$ cat config.mk
export PLATFORM = sky130hd
export DESIGN_NAME = rv_multicycle_ctrl_flat
export DESIGN_NICKNAME = d
export VERILOG_FILES = /design/src/rtl/rv_multicycle_ctrl_if.sv /design/src/rtl/rv_multicycle_ctrl.sv /design/src/flat_wrapper.sv
export SDC_FILE = /design/constraint.sdc
export NUM_CORES = 1
export LEC_CHECK = 0
export ABC_CLOCK_PERIOD_IN_PS = 6050
export BUFFER_PORTS_ARGS = -buffer_cell sky130_fd_sc_hd__buf_4
export CAP_MARGIN = 20
export CORE_UTILIZATION = 57
export DETAILED_ROUTE_END_ITERATION = 7
export GPL_TIMING_DRIVEN = 0
export PLACE_DENSITY = 0.84
export REMOVE_ABC_BUFFERS = 1
export SLEW_MARGIN = 20
export SYNTH_ARGS = -nofsm -noshare
export SYNTH_HDL_FRONTEND = slang
export SYNTH_SLANG_ARGS = --single-unit
$ cat constraint.sdc
create_clock -name clk -period 6.05 [get_ports clk]
set_input_delay 0.9075 -clock clk [delete_from_list [all_inputs] [get_ports clk]]
set_output_delay 0.9075 -clock clk [all_outputs]
set_load 0.01 [all_outputs]
$ cat src/rtl/rv_multicycle_ctrl_if.sv
// Handshake, datapath-control and status bundle between the RV32I multi-cycle
// controller (master) and the datapath/memories (slave).
interface rv_multicycle_ctrl_if;
  logic [6:0]  opcode;
  logic        branch_taken;
  logic        imem_ack;
  logic        dmem_ack;
  logic        imem_req;
  logic        ir_we;
  logic        pc_we;
  logic [1:0]  pc_sel;
  logic        alu_a_sel;
  logic        alu_b_sel;
  logic        reg_we;
  logic [1:0]  wb_sel;
  logic        dmem_req;
  logic        dmem_we;
  logic        fault;
  logic [1:0]  fault_code;
  logic [31:0] instret;
  logic [2:0]  state;

  modport master (
    input  opcode, branch_taken, imem_ack, dmem_ack,
    output imem_req, ir_we, pc_we, pc_sel, alu_a_sel, alu_b_sel, reg_we,
           wb_sel, dmem_req, dmem_we, fault, fault_code, instret, state
  );

  modport slave (
    output opcode, branch_taken, imem_ack, dmem_ack,
    input  imem_req, ir_we, pc_we, pc_sel, alu_a_sel, alu_b_sel, reg_we,
           wb_sel, dmem_req, dmem_we, fault, fault_code, instret, state
  );
endinterface

$ cat src/rtl/rv_multicycle_ctrl.sv
// Multi-cycle RV32I control FSM: fetch/decode/exec/mem/writeback sequencing,
// memory handshakes with time-out, illegal-opcode trap and retired-instruction count.
module rv_multicycle_ctrl #(
  parameter int unsigned MEM_TIMEOUT = 255
) (
  input  logic                 clk,
  input  logic                 rst_n,
  rv_multicycle_ctrl_if.master bus
);

  typedef enum logic [2:0] {
    S_FETCH  = 3'd0,
    S_DECODE = 3'd1,
    S_EXEC   = 3'd2,
    S_MEM    = 3'd3,
    S_WB     = 3'd4,
    S_TRAP   = 3'd7
  } state_e;

  typedef enum logic [3:0] {
    C_R, C_I, C_LD, C_ST, C_BR, C_JAL, C_JALR, C_LUI, C_AUIPC
  } cls_e;

  typedef enum logic [1:0] {
    F_NONE = 2'd0, F_ILLEGAL = 2'd1, F_IMEM_TO = 2'd2, F_DMEM_TO = 2'd3
  } fault_e;

  typedef enum logic [1:0] {
    PC_PLUS4 = 2'd0, PC_BRANCH = 2'd1, PC_JAL = 2'd2, PC_JALR = 2'd3
  } pc_sel_e;

  typedef enum logic [1:0] {
    WB_ALU = 2'd0, WB_MEM = 2'd1, WB_LINK = 2'd2, WB_LUI = 2'd3
  } wb_sel_e;

  localparam logic [7:0] TIMEOUT = 8'(MEM_TIMEOUT);

  state_e      state_q, state_d;
  cls_e        cls_q, cls_d;
  fault_e      fcode_q, fcode_d;
  logic [7:0]  wait_q, wait_d;
  logic [31:0] instret_q;

  cls_e        dec_cls;
  logic        legal;
  logic        imem_req, ir_we, pc_we, alu_a_sel, alu_b_sel, reg_we, dmem_req, dmem_we;
  pc_sel_e     pc_sel;
  wb_sel_e     wb_sel;

  always_comb begin
    legal   = 1'b1;
    dec_cls = C_R;
    unique case (bus.opcode)
      7'b0110011: dec_cls = C_R;
      7'b0010011: dec_cls = C_I;
      7'b0000011: dec_cls = C_LD;
      7'b0100011: dec_cls = C_ST;
      7'b1100011: dec_cls = C_BR;
      7'b1101111: dec_cls = C_JAL;
      7'b1100111: dec_cls = C_JALR;
      7'b0110111: dec_cls = C_LUI;
      7'b0010111: dec_cls = C_AUIPC;
      default:    legal   = 1'b0;
    endcase
  end

  always_comb begin
    state_d   = state_q;
    cls_d     = cls_q;
    fcode_d   = fcode_q;
    imem_req  = 1'b0;
    ir_we     = 1'b0;
    pc_we     = 1'b0;
    pc_sel    = PC_PLUS4;
    alu_a_sel = 1'b0;
    alu_b_sel = 1'b0;
    reg_we    = 1'b0;
    wb_sel    = WB_ALU;
    dmem_req  = 1'b0;
    dmem_we   = 1'b0;
    unique case (state_q)
      S_FETCH: begin
        imem_req = 1'b1;
        if (bus.imem_ack) begin
          ir_we   = 1'b1;
          state_d = S_DECODE;
        end else if (wait_q == TIMEOUT) begin
          state_d = S_TRAP;
          fcode_d = F_IMEM_TO;
        end
      end
      S_DECODE: begin
        if (legal) begin
          cls_d   = dec_cls;
          state_d = S_EXEC;
        end else begin
          state_d = S_TRAP;
          fcode_d = F_ILLEGAL;
        end
      end
      S_EXEC: begin
        state_d = S_WB;
        unique case (cls_q)
          C_I:     alu_b_sel = 1'b1;
          C_LD, C_ST: begin
            alu_b_sel = 1'b1;
            state_d   = S_MEM;
          end
          C_AUIPC: begin
            alu_a_sel = 1'b1;
            alu_b_sel = 1'b1;
          end
          C_BR: begin
            pc_we   = 1'b1;
            pc_sel  = bus.branch_taken ? PC_BRANCH : PC_PLUS4;
            state_d = S_FETCH;
          end
          C_JAL: begin
            pc_we   = 1'b1;
            pc_sel  = PC_JAL;
            reg_we  = 1'b1;
            wb_sel  = WB_LINK;
            state_d = S_FETCH;
          end
          C_JALR: begin
            alu_b_sel = 1'b1;
            pc_we     = 1'b1;
            pc_sel    = PC_JALR;
            reg_we    = 1'b1;
            wb_sel    = WB_LINK;
            state_d   = S_FETCH;
          end
          default: ;
        endcase
      end
      S_MEM: begin
        dmem_req  = 1'b1;
        dmem_we   = (cls_q == C_ST);
        alu_b_sel = 1'b1;
        if (bus.dmem_ack) begin
          // A store retires here; only loads need the writeback cycle.
          if (cls_q == C_ST) begin
            pc_we   = 1'b1;
            state_d = S_FETCH;
          end else begin
            state_d = S_WB;
          end
        end else if (wait_q == TIMEOUT) begin
          state_d = S_TRAP;
          fcode_d = F_DMEM_TO;
        end
      end
      S_WB: begin
        reg_we  = 1'b1;
        pc_we   = 1'b1;
        state_d = S_FETCH;
        unique case (cls_q)
          C_LD:    wb_sel = WB_MEM;
          C_LUI:   wb_sel = WB_LUI;
          C_I:     alu_b_sel = 1'b1;
          C_AUIPC: begin
            alu_a_sel = 1'b1;
            alu_b_sel = 1'b1;
          end
          default: ;
        endcase
      end
      S_TRAP: ;
      default: state_d = S_FETCH;
    endcase
  end

  always_comb begin
    if (state_d != state_q) begin
      wait_d = '0;
    end else if ((state_q == S_FETCH && !bus.imem_ack) || (state_q == S_MEM && !bus.dmem_ack)) begin
      wait_d = wait_q + 8'd1;
    end else begin
      wait_d = wait_q;
    end
  end

  always_ff @(posedge clk) begin
    if (!rst_n) begin
      state_q   <= S_FETCH;
      cls_q     <= C_R;
      fcode_q   <= F_NONE;
      wait_q    <= '0;
      instret_q <= '0;
    end else begin
      state_q   <= state_d;
      cls_q     <= cls_d;
      fcode_q   <= fcode_d;
      wait_q    <= wait_d;
      instret_q <= instret_q + 32'(pc_we);
    end
  end

  assign bus.imem_req   = imem_req;
  assign bus.ir_we      = ir_we;
  assign bus.pc_we      = pc_we;
  assign bus.pc_sel     = pc_sel;
  assign bus.alu_a_sel  = alu_a_sel;
  assign bus.alu_b_sel  = alu_b_sel;
  assign bus.reg_we     = reg_we;
  assign bus.wb_sel     = wb_sel;
  assign bus.dmem_req   = dmem_req;
  assign bus.dmem_we    = dmem_we;
  assign bus.fault      = (state_q == S_TRAP);
  assign bus.fault_code = fcode_q;
  assign bus.instret    = instret_q;
  assign bus.state      = state_q;

endmodule

$ cat src/flat_wrapper.sv
// flat-port wrapper written by rule: the top's interface ports become plain ports
module rv_multicycle_ctrl_flat 
#(
  parameter int unsigned MEM_TIMEOUT = 255
)
  (clk, rst_n, bus_opcode, bus_branch_taken, bus_imem_ack, bus_dmem_ack, bus_imem_req, bus_ir_we, bus_pc_we, bus_pc_sel, bus_alu_a_sel, bus_alu_b_sel, bus_reg_we, bus_wb_sel, bus_dmem_req, bus_dmem_we, bus_fault, bus_fault_code, bus_instret, bus_state);
  rv_multicycle_ctrl_if bus_i ();
  input  logic clk;
  input  logic rst_n;
  input wire logic [$bits(bus_i.opcode)-1:0] bus_opcode;
  input wire logic [$bits(bus_i.branch_taken)-1:0] bus_branch_taken;
  input wire logic [$bits(bus_i.imem_ack)-1:0] bus_imem_ack;
  input wire logic [$bits(bus_i.dmem_ack)-1:0] bus_dmem_ack;
  output wire logic [$bits(bus_i.imem_req)-1:0] bus_imem_req;
  output wire logic [$bits(bus_i.ir_we)-1:0] bus_ir_we;
  output wire logic [$bits(bus_i.pc_we)-1:0] bus_pc_we;
  output wire logic [$bits(bus_i.pc_sel)-1:0] bus_pc_sel;
  output wire logic [$bits(bus_i.alu_a_sel)-1:0] bus_alu_a_sel;
  output wire logic [$bits(bus_i.alu_b_sel)-1:0] bus_alu_b_sel;
  output wire logic [$bits(bus_i.reg_we)-1:0] bus_reg_we;
  output wire logic [$bits(bus_i.wb_sel)-1:0] bus_wb_sel;
  output wire logic [$bits(bus_i.dmem_req)-1:0] bus_dmem_req;
  output wire logic [$bits(bus_i.dmem_we)-1:0] bus_dmem_we;
  output wire logic [$bits(bus_i.fault)-1:0] bus_fault;
  output wire logic [$bits(bus_i.fault_code)-1:0] bus_fault_code;
  output wire logic [$bits(bus_i.instret)-1:0] bus_instret;
  output wire logic [$bits(bus_i.state)-1:0] bus_state;
  assign bus_i.opcode = bus_opcode;
  assign bus_i.branch_taken = bus_branch_taken;
  assign bus_i.imem_ack = bus_imem_ack;
  assign bus_i.dmem_ack = bus_dmem_ack;
  assign bus_imem_req = bus_i.imem_req;
  assign bus_ir_we = bus_i.ir_we;
  assign bus_pc_we = bus_i.pc_we;
  assign bus_pc_sel = bus_i.pc_sel;
  assign bus_alu_a_sel = bus_i.alu_a_sel;
  assign bus_alu_b_sel = bus_i.alu_b_sel;
  assign bus_reg_we = bus_i.reg_we;
  assign bus_wb_sel = bus_i.wb_sel;
  assign bus_dmem_req = bus_i.dmem_req;
  assign bus_dmem_we = bus_i.dmem_we;
  assign bus_fault = bus_i.fault;
  assign bus_fault_code = bus_i.fault_code;
  assign bus_instret = bus_i.instret;
  assign bus_state = bus_i.state;
  rv_multicycle_ctrl #(.MEM_TIMEOUT(MEM_TIMEOUT)) u_core (.clk(clk), .rst_n(rst_n), .bus(bus_i));
endmodule
==> flow_summary.yaml, run 1 <==
outcome:
  status: "finished clean"
final_layout:
  areaGrowthSynthToFinish_pct: 21.2
  fillCellCount: 361
  insertedDiodeCount: 0
  drive_above_1_share: 0.223
  post-route-util: 0.721
  fin_cells: 428
  fin_area_mm2: 0.00314
  nNetsFinal: 390
sta:
  holdWs_ns: 0.477
  timing.final.ws_setup_ns: 2.79
  final_hold_viol_count: 0
  skew_ns: 0.00320
  setup_viol: 0
  slew_headroom: 0.564
  setup_tns_ns: 0
  period_share: 0.538
  rsz0062_at_grt: "no"
  worst_pin_slew_ns: 0.654
  period_needed_ns: 3.26
  timing.fmax_mhz: 307
  slew_viol_final: 0
floorplanning:
  initial_core_util: 0.595
  core-area_mm2: 0.00435
  fp.dieW_um: 69.4
  die_h_um: 69.4
  die-area_mm2: 0.00482
  boundaryPins: 62
  std_cell_rows: 24
worst_setup_path:
  cp_max_fo: 14
  crit_required_ns: 6.28
  critPathLaunchType: "flop"
  setup.worst_path.class: "flop to flop"
  critPathArrivalTime_ns: 3.49
  endpoint_kind: "flop"
power:
  max-vdd-ir-drop_uv: 136
  power_mw: 0.636
  power-per-cell-area_mw_per_mm2: 202
  power.leakage_nw: 1.31
global_routing:
  gr-total-overflow: 0
  grt_max_degree: 41
  grt_first_pass_wirelength_um: 9250
  antenna_found_initial: 0
  grt_use_total: 0.232
  grt_pass1_vias: 2185
clock_network:
  cts_htree_levels: 2
  cts_tree: "yes"
  numCtsBuffers: 5
  clock-sinks: 49
  cts_hold_repair.buffers: 0
  cts-resized-gates: 0
  clkTransAtPathRegs_ns: 0.09
  clk_path_buf_depth: 2
  cts_root_buf: "clkbuf_8"
  clk_latency_ns: 0.30
  cts_setup_buffers: 0
min_path:
  hold_class: "flop to flop"
placement:
  placedCellCount: 420
  port-buffer-count: 61
  dp_slack_ns: 2.85
  gp_congestion: 0.837
  dp_hpwl_um: 3850
  placed_area_mm2: 0.00305
yosys:
  synthFlopType: "dfxtp_1"
  ys_ff_latch: 49
  synth_area_leaders: "dfxtp_1, xor2_1, nor2_1, nand2_1, a21oi_1"
  synth_top_area_share: 0.379
  yosysMostFrequentCell: "nor2_1"
  seq_area_frac_synth: 0.379
  synth_commonest_cells: "nor2_1, dfxtp_1, nand2_1, xor2_1, a21oi_1"
  async_reset_ff_frac: 0
  yosysUniqueCellTypes: 49
  avgSynthCellArea_um2: 8.10
  yosys.area.top_type: "dfxtp_1"
  syn_area_mm2: 0.00259
  synth_warnings: 0
  netlist_instances: 320
  synth_edf_count: 0
routing:
  postRouteAntennaNets: 0
  drc: 0
  wirelength_um: 5450
  via_per_inst: 5.53
  wl_per_cell_um: 12.7
  drtIter0Drc: 121
  first_pass_iters: 4
  vias: 2366
run:
  maxCapViolCount: 0
## path summary, 6_finish.rpt
path	from	to	slack, ns	cells after the start
worst max-delay path	u_core.bus.state[1]	u_core.bus.instret[30]	2.79	13
worst min-delay path	u_core.bus.fault_code[1]	u_core.bus.fault_code[1]	0.48	2
worst max register to register	u_core.bus.state[1]	u_core.bus.instret[30]	2.79	13
worst min register to register	u_core.bus.fault_code[1]	u_core.bus.fault_code[1]	0.48	2
## worst max-delay path, cell delays in order, from the launching register on
cell,delay (ns)
dfxtp_1,0.59
nor2b_1,0.36
nand3_1,0.19
a21oi_1,0.17
a21oi_1,0.05
nand2_1,0.10
ha_1,0.19
ha_1,0.20
and4_1,0.31
nand2_1,0.10
nor3_2,0.46
nand2_1,0.12
or2_0,0.21
a21oi_1,0.14
## cell type report
type                       instances  area [um^2]  area share
multi-input combinational        253         1530       0.488
inverter                           5         18.8     0.00598
sequential                        49          981       0.312
clock buffer                       6         72.6      0.0231
clock inverter                     2         13.8     0.00438
timing repair buffer              61          458       0.146
tap                               52         65.1      0.0207
## layer usage
layer,part of all wire,track usage,up-vias
li1,-,-,1211
met3,0.045,0.0436,5
met5,0,0,-
met2,0.51,0.426,60
met1,0.44,0.275,1090
met4,0.0061,0.0590,0
## cells by family (layout without fill, tap and decap cells)
kind of cell,count (synthesis),in the layout,synth area share
buf+inv,18,74,0.0304
flops,49,49,0.379
compound gates,44,44,0.107
mux,1,1,0.00386
simple gates,167,167,0.338
fa+ha+maj,3,3,0.0145
xor+xnor,38,38,0.128
## flip-flops by register name, indices dropped and copies added (netlist names)
signal,count
u_core.bus.instret,32
u_core.bus.state,3
u_core.cls_q,4
u_core.bus.fault_code,2
u_core.wait_q,8
## cell usage in the layout, fill, tap and decap left out, types with 2 or more instances in the layout
master,Yosys,layout
clkbuf_8,0,5
and4_4,2,2
inv_1,3,2
o21a_1,2,2
nand2b_1,6,6
ha_1,3,3
a211oi_1,3,3
nand2_1,30,30
nor2b_1,4,4
a21oi_1,18,18
dfxtp_1,49,49
xor2_1,30,30
and2_1,4,4
o21ai_0,8,8
nor3_2,6,6
nor4_1,4,4
buf_4,2,61
nor2_1,54,54
and4_1,4,4
nand4_1,7,7
o21ai_1,2,2
or3_1,3,3
xnor2_1,8,8
and3_1,9,9
inv_2,2,3
nand3b_1,2,2
nand3_1,17,17
nor3_1,8,8
## power by group
part | internal [mW] | leakage [nW] | total, mW | switching [mW]
Sequential | 0.328 | 0.395 | 0.341 | 0.0131
Clock | 0.0826 | 0.0456 | 0.193 | 0.111
Combinational | 0.0435 | 0.865 | 0.101 | 0.0579
Total | 0.454 | 1.31 | 0.636 | 0.182
Note: power is estimated with default switching activity, not from simulation.
==> inputs of run 2 (changes only) <==
--- a/config.mk
+++ b/config.mk
@@ -5,13 +5,14 @@
 export SDC_FILE = /design/constraint.sdc
 export NUM_CORES = 1
 export LEC_CHECK = 0
-export ABC_CLOCK_PERIOD_IN_PS = 6050
+export ABC_AREA = 1
+export ABC_CLOCK_PERIOD_IN_PS = 2700
 export BUFFER_PORTS_ARGS = -buffer_cell sky130_fd_sc_hd__buf_4
 export CAP_MARGIN = 20
-export CORE_UTILIZATION = 57
+export CORE_UTILIZATION = 50
 export DETAILED_ROUTE_END_ITERATION = 7
 export GPL_TIMING_DRIVEN = 0
-export PLACE_DENSITY = 0.84
+export PLACE_DENSITY = 0.77
 export REMOVE_ABC_BUFFERS = 1
 export SLEW_MARGIN = 20
 export SYNTH_ARGS = -nofsm -noshare
==> constraint.sdc (replaced) <==
create_clock -name clk -period 2.7 [get_ports clk]
set_input_delay 0.405 -clock clk [delete_from_list [all_inputs] [get_ports clk]]
set_output_delay 0.405 -clock clk [all_outputs]
set_load 0.01 [all_outputs]
==> run 2 against run 1 <==
Net effect: register-to-register slack got worse by 2.7 ns; cell area increased by 23%; via count increased by 37%; cell count increased by 41%; sequential cell count unchanged; die area increased by 32%; first-iteration DRC count increased by 52%; critical path type unchanged; largest cell class unchanged.
==> flow_summary.yaml, run 2 <==
yosys:
  seq_area_frac_synth: 0.324
  yosysMostFrequentCell: "nand2_1"
  synth-compound-area-share: 0.110
  synth_warnings: 0
  ys_ff_latch: 49
  yosys.area_share.simple: 0.442
  async_reset_ff_frac: 0
  synth_commonest_cells: "nand2_1, inv_1, nor2_1, dfxtp_1, a21oi_1"
  avgSynthCellArea_um2: 6.71
  synthFlopType: "dfxtp_1"
  yosysUniqueCellTypes: 39
  synth_fa_ha_area_frac: 0.0124
  syn_area_mm2: 0.00302
  synth_top_family_by_area: "simple AND/OR/NAND/NOR gates"
  synth_xor_area_frac: 0.0232
  synth_edf_count: 0
  synthMuxAreaShare: 0.00331
  netlist_instances: 451
  synth_top_area_share: 0.324
  yosys.area.top_type: "dfxtp_1"
  synth_area_leaders: "dfxtp_1, nand2_1, inv_1, a21oi_1, nor2_1"
global_routing:
  grt_use_total: 0.254
  grt_max_degree: 31
  gr-total-overflow: 0
  grt_pass1_vias: 2989
  grt_first_pass_wirelength_um: 12800
  antenna_found_initial: 0
worst_setup_path:
  reg2reg_depth: 15
  critPathArrivalTime_ns: 2.84
  cp_max_fo: 7
  r2r_start: "u_core.bus.state[0]"
  critPathLaunchType: "flop"
  regToRegSetupSlack_ns: 0.1
  rr_endpoint: "u_core.bus.instret[30]"
  crit_required_ns: 2.93
  setup.worst_path.class: "flop to flop"
  endpoint_kind: "flop"
run:
  maxCapViolCount: 0
sta:
  timing.final.ws_setup_ns: 0.0951
  timing.fmax_mhz: 384
  worst_pin_slew_ns: 1.03
  skew_ns: 0.00847
  slew_headroom: 0.315
  setup_tns_ns: 0
  slew_viol_final: 0
  period_needed_ns: 2.60
  setup_viol: 0
  period_share: 0.965
  final_hold_viol_count: 0
final_layout:
  fin_cells: 603
  fillCellCount: 506
  areaGrowthSynthToFinish_pct: 27.6
  largest_reg_flops: 32
  insertedDiodeCount: 0
  nNetsFinal: 545
  post-route-util: 0.680
  drive_above_1_share: 0.279
  multiInputGateArea_mm2: 0.00184
  final_cell_mix: "nand2_1, buf_4, inv_1, nor2_1, dfxtp_1"
  mostFrequentLayoutCell: "nand2_1"
  register_area_um2: 993
clock_network:
  cts_htree_levels: 2
  clock-sinks: 49
  clkTransAtPathRegs_ns: 0.09
  clk_path_buf_depth: 2
  cts_hold_repair.buffers: 0
  numCtsBuffers: 5
  cts_tree: "yes"
  clk_latency_ns: 0.31
  cts_root_buf: "clkbuf_8"
routing:
  drtIter0Drc: 184
  first_pass_iters: 5
  via_per_inst: 5.36
  drc: 0
  vias: 3233
  wirelength_um: 7730
  postRouteAntennaNets: 0
  wl_per_cell_um: 12.8
min_path:
  hold-path-cell-count: 3
  min_from: "rst_n"
  worstHoldEndpoint: "u_core.bus.instret[1]"
  hold_class: "input pin to flop"
power:
  max-vdd-ir-drop_uv: 624
  p_switching_mw: 0.904
  internal-power_mw: 1.42
  clockPowerShare: 0.237
  seqPwrFrac: 0.366
  power.leakage_nw: 1.58
  switching_share: 0.389
  power-per-cell-area_mw_per_mm2: 603
  p_comb_frac: 0.397
floorplanning:
  initial_core_util: 0.533
  std_cell_rows: 27
  die-area_mm2: 0.00636
  core-area_mm2: 0.00568
  die_h_um: 79.8
  fp.dieW_um: 79.8
  boundaryPins: 62
placement:
  gp_congestion: 0.882
  dp_slack_ns: -0.195
  port-buffer-count: 61
  placedCellCount: 580
  dp_hpwl_um: 5620
outcome:
  status: "finished clean"
-- run 2: cell types whose count changed in the layout (fill, tap and decap cells not counted), moves of 9 or more --
cell     previous run  this run
a21oi_1            18        39
buf_4              61        76
inv_1               2        56
nand2_1            30       100
nor2_2              0         9
nor3_1              8        17
xor2_1             30         5
-- run 2: area by class of cell --
| class | count | share of cell area |
|---|---|---|
| multi-input cells | 334 | 0.477 |
| flip-flops and latches | 49 | 0.257 |
| repair buffers | 76 | 0.148 |
| inverters | 64 | 0.0636 |
| well taps | 72 | 0.0233 |
| clock buffers | 6 | 0.0214 |
| clock inverters | 2 | 0.00973 |
-- run 2: cells by family (layout without fill, tap and decap cells) --
kind of cell    after synthesis  count (layout)
compound gates               60              60
xor+xnor                      8               8
fa+ha+maj                     3               3
buf+inv                      68             148
flops                        49              49
mux                           1               1
simple gates                262             262
-- run 2: worst max path at each step --
stage	startpoint	cells past startpoint	slack, ns	end
floorplan	u_core.bus.state[1]	15	-0.006	u_core.bus.instret[30]
CTS	u_core.bus.state[0]	15	0.007	u_core.bus.instret[30]
finish	u_core.bus.state[0]	15	0.1	u_core.bus.instret[30]
global route	u_core.bus.state[0]	15	-0.07	u_core.bus.instret[30]
global placement	u_core.bus.state[1]	15	-0.15	u_core.bus.instret[30]
detailed placement	u_core.bus.state[1]	15	-0.20	u_core.bus.instret[30]
-- run 2: layer usage --
layer	up-vias	wire length, um	global-route usage
li1	1632	-	-
met1	1463	3160	0.287
met2	112	3860	0.465
met3	26	446	0.0480
met4	0	261	0.0982
met5	-	0	0
-- run 2: worst max-delay path, stage by stage (launching register included) --
cell and delay, ns:
dfxtp_4 0.41, nand2_4 0.07, nor2_4 0.18, inv_2 0.06, o211ai_1 0.30, ha_2 0.29
ha_4 0.15, nand2_4 0.06, nor2_4 0.14, nand2_2 0.09, nor2_4 0.17, nand3_2 0.10
nor3_2 0.11, inv_1 0.06, or2_0 0.20, a21oi_1 0.13
-- run 2: power groups by stage --
stage	clock network [mW]	registers [mW]	logic (mW)
floorplan	0	0.859	0.561
global placement	0	0.847	0.812
detailed placement	0	0.848	0.829
CTS	0.560	0.845	0.848
global route	0.598	0.857	1.02
finish	0.551	0.852	0.922
-- run 2: stage by stage --
stage	total power [mW]	cell area, um^2	hold WS, ns
global route	2.48	3860	0.408
global placement	1.66	3560	0.437
floorplan	1.42	3010	0.472
finish	2.33	3860	0.407
CTS	2.25	3700	0.405
detailed placement	1.68	3560	0.441
-- run 2: what timing repair did --
item,4_1_cts,5_1_grt
endpoints found under the setup margin,9,5
pin swaps,1,8
setup buffers,1,14
resized for setup,7,15
hold endpoints to repair,0,0
==> inputs of run 3 (changes only) <==
--- a/config.mk
+++ b/config.mk
@@ -13,6 +13,7 @@
 export DETAILED_ROUTE_END_ITERATION = 7
 export GPL_TIMING_DRIVEN = 0
 export PLACE_DENSITY = 0.77
+export RECOVER_POWER = 25
 export REMOVE_ABC_BUFFERS = 1
 export SLEW_MARGIN = 20
 export SYNTH_ARGS = -nofsm -noshare
==> run 3 against run 2 <==
Net effect: non-clock buffer count is the same; count of clock-buffer cells in the layout did not move; combinational power shrank 2%; utilization fell by 0.46 points; highest routed layer unchanged; sequential cell count did not move; worst hold slack better by 0.0048 ns; largest power group unchanged; die area stayed put; maximum frequency is 0.10% lower; clock skew increased by 0.00065 ns; critical path type unchanged; largest cell class unchanged; cell count unchanged.
==> flow_summary.yaml, run 3 (synthesis gave the netlist of run 2 again) <==
floorplanning:
  fp.dieW_um: 79.8
  die_h_um: 79.8
  boundaryPins: 62
  std_cell_rows: 27
  initial_core_util: 0.533
  die-area_mm2: 0.00636
  core-area_mm2: 0.00568
final_layout:
  final_cell_mix: "nand2_1, buf_4, inv_1, nor2_1, dfxtp_1"
  drive_above_1_share: 0.266
  nNetsFinal: 545
  fin_cells: 603
  largest_reg_flops: 32
  areaGrowthSynthToFinish_pct: 26.7
  insertedDiodeCount: 0
  post-route-util: 0.675
  mostFrequentLayoutCell: "nand2_1"
worst_setup_path:
  critPathMostFrequentCell: "nor2_4"
  rr_endpoint: "u_core.bus.instret[30]"
  crit_buf_inv: 2
  r2r_start: "u_core.bus.state[0]"
  setup.worst_path.class: "flop to flop"
  slowest_delay_ns: 0.41
  slowest_stage: "dfxtp_4"
  regToRegSetupSlack_ns: 0.09
  crit_chain: "nand2_4 -> nor2_4 -> inv_2 -> o211ai_1 -> ha_2 -> ha_4 -> nand2_4 -> nor2_4 -> nand2_2 -> nor2_4 -> nand3_2 -> nor3_2 -> inv_1 -> or2_0 -> a21oi_1"
  critPathArrivalTime_ns: 2.84
  cp_max_fo: 7
  crit_family: "simple AND/OR/NAND/NOR gates"
  reg2reg_depth: 15
  crit_required_ns: 2.93
  endpoint_kind: "flop"
  critPathLaunchType: "flop"
sta:
  worst_pin_slew_ns: 1.02
  setup_viol: 0
  skew_ns: 0.00911
  slew_headroom: 0.318
  final_hold_viol_count: 0
  setup_tns_ns: 0
  period_share: 0.966
  slew_viol_final: 0
  timing.fmax_mhz: 383
  period_needed_ns: 2.61
routing:
  first_pass_iters: 6
  drc: 0
  wirelength_um: 7740
  drtIter0Drc: 200
  via_per_inst: 5.37
  vias: 3239
  postRouteAntennaNets: 0
  wl_per_cell_um: 12.8
min_path:
  hold_class: "input pin to flop"
  worstHoldEndpoint: "u_core.bus.instret[1]"
  min_from: "rst_n"
  hold-path-cell-count: 3
global_routing:
  grt_use_total: 0.254
  antenna_found_initial: 0
  gr-total-overflow: 0
  grt_max_degree: 31
  grt_pass1_vias: 2989
  grt_first_pass_wirelength_um: 12800
placement:
  placedCellCount: 580
  dp_hpwl_um: 5620
  port-buffer-count: 61
  gp_congestion: 0.882
power:
  power.leakage_nw: 1.55
  power-per-cell-area_mw_per_mm2: 602
  max-vdd-ir-drop_uv: 624
clock_network:
  cts_root_buf: "clkbuf_8"
  clock-sinks: 49
  clk_path_buf_depth: 2
  clkTransAtPathRegs_ns: 0.09
  cts_hold_repair.buffers: 0
  numCtsBuffers: 5
  clk_latency_ns: 0.30
  cts_htree_levels: 2
  cts_tree: "yes"
run:
  maxCapViolCount: 0
outcome:
  status: "finished clean"
run 3: where the power goes:
group          leakage (nW)  total, mW  switching [mW]  internal, mW
clock                0.0574      0.550           0.248         0.301
combinational          1.10      0.906           0.582         0.324
sequential            0.399      0.851          0.0705         0.781
total                  1.55       2.31           0.901          1.41
run 3: metrics by stage:
stage               hold slack (ns)  power (mW)  worst slack, ns  area, um^2
finish                        0.412        2.31           0.0924        3830
global route                  0.408        2.46          -0.0689        3830
detailed placement            0.441        1.68           -0.195        3560
CTS                           0.405        2.25          0.00672        3700
global placement              0.437        1.66           -0.153        3560
floorplan                     0.472        1.42         -0.00555        3010
run 3: cell type report:
cell class | instances | area, um^2
Tap cell | 72 | 90.1
Inverter | 64 | 245
Clock buffer | 6 | 82.6
Timing Repair Buffer | 76 | 544
Clock inverter | 2 | 37.5
Fill cell | 509 | 1840
Multi-Input combinational cell | 334 | 1840
Sequential cell | 49 | 993
run 3: worst reg2reg max path, stage by stage (launching register included):
cell	delay, ns
dfxtp_4	0.41
nand2_4	0.08
nor2_4	0.18
inv_2	0.06
o211ai_1	0.30
ha_2	0.29
ha_4	0.16
nand2_4	0.06
nor2_4	0.14
nand2_2	0.09
nor2_4	0.17
nand3_2	0.10
nor3_2	0.11
inv_1	0.06
or2_0	0.20
a21oi_1	0.13
run 3: layer usage:
layer	GRT usage	vias up	share of wire
met5	0	-	0
met4	0.0982	0	0.029
met3	0.0480	22	0.061
met2	0.465	120	0.50
met1	0.287	1461	0.41
li1	-	1636	-
run 3: how the worst max path moves through the flow:
stage,end,from,cells after the start,slack (ns)
floorplan,u_core.bus.instret[30],u_core.bus.state[1],15,-0.006
global placement,u_core.bus.instret[30],u_core.bus.state[1],15,-0.15
detailed placement,u_core.bus.instret[30],u_core.bus.state[1],15,-0.20
CTS,u_core.bus.instret[30],u_core.bus.state[0],15,0.007
global route,u_core.bus.instret[30],u_core.bus.state[0],15,-0.07
finish,u_core.bus.instret[30],u_core.bus.state[0],15,0.09
run 3: timing repair:
action | in CTS | in global routing
resized for setup | 7 | 15
pin swaps | 1 | 8
buffers inserted | 1 | 14
setup endpoints to repair | 9 | 5
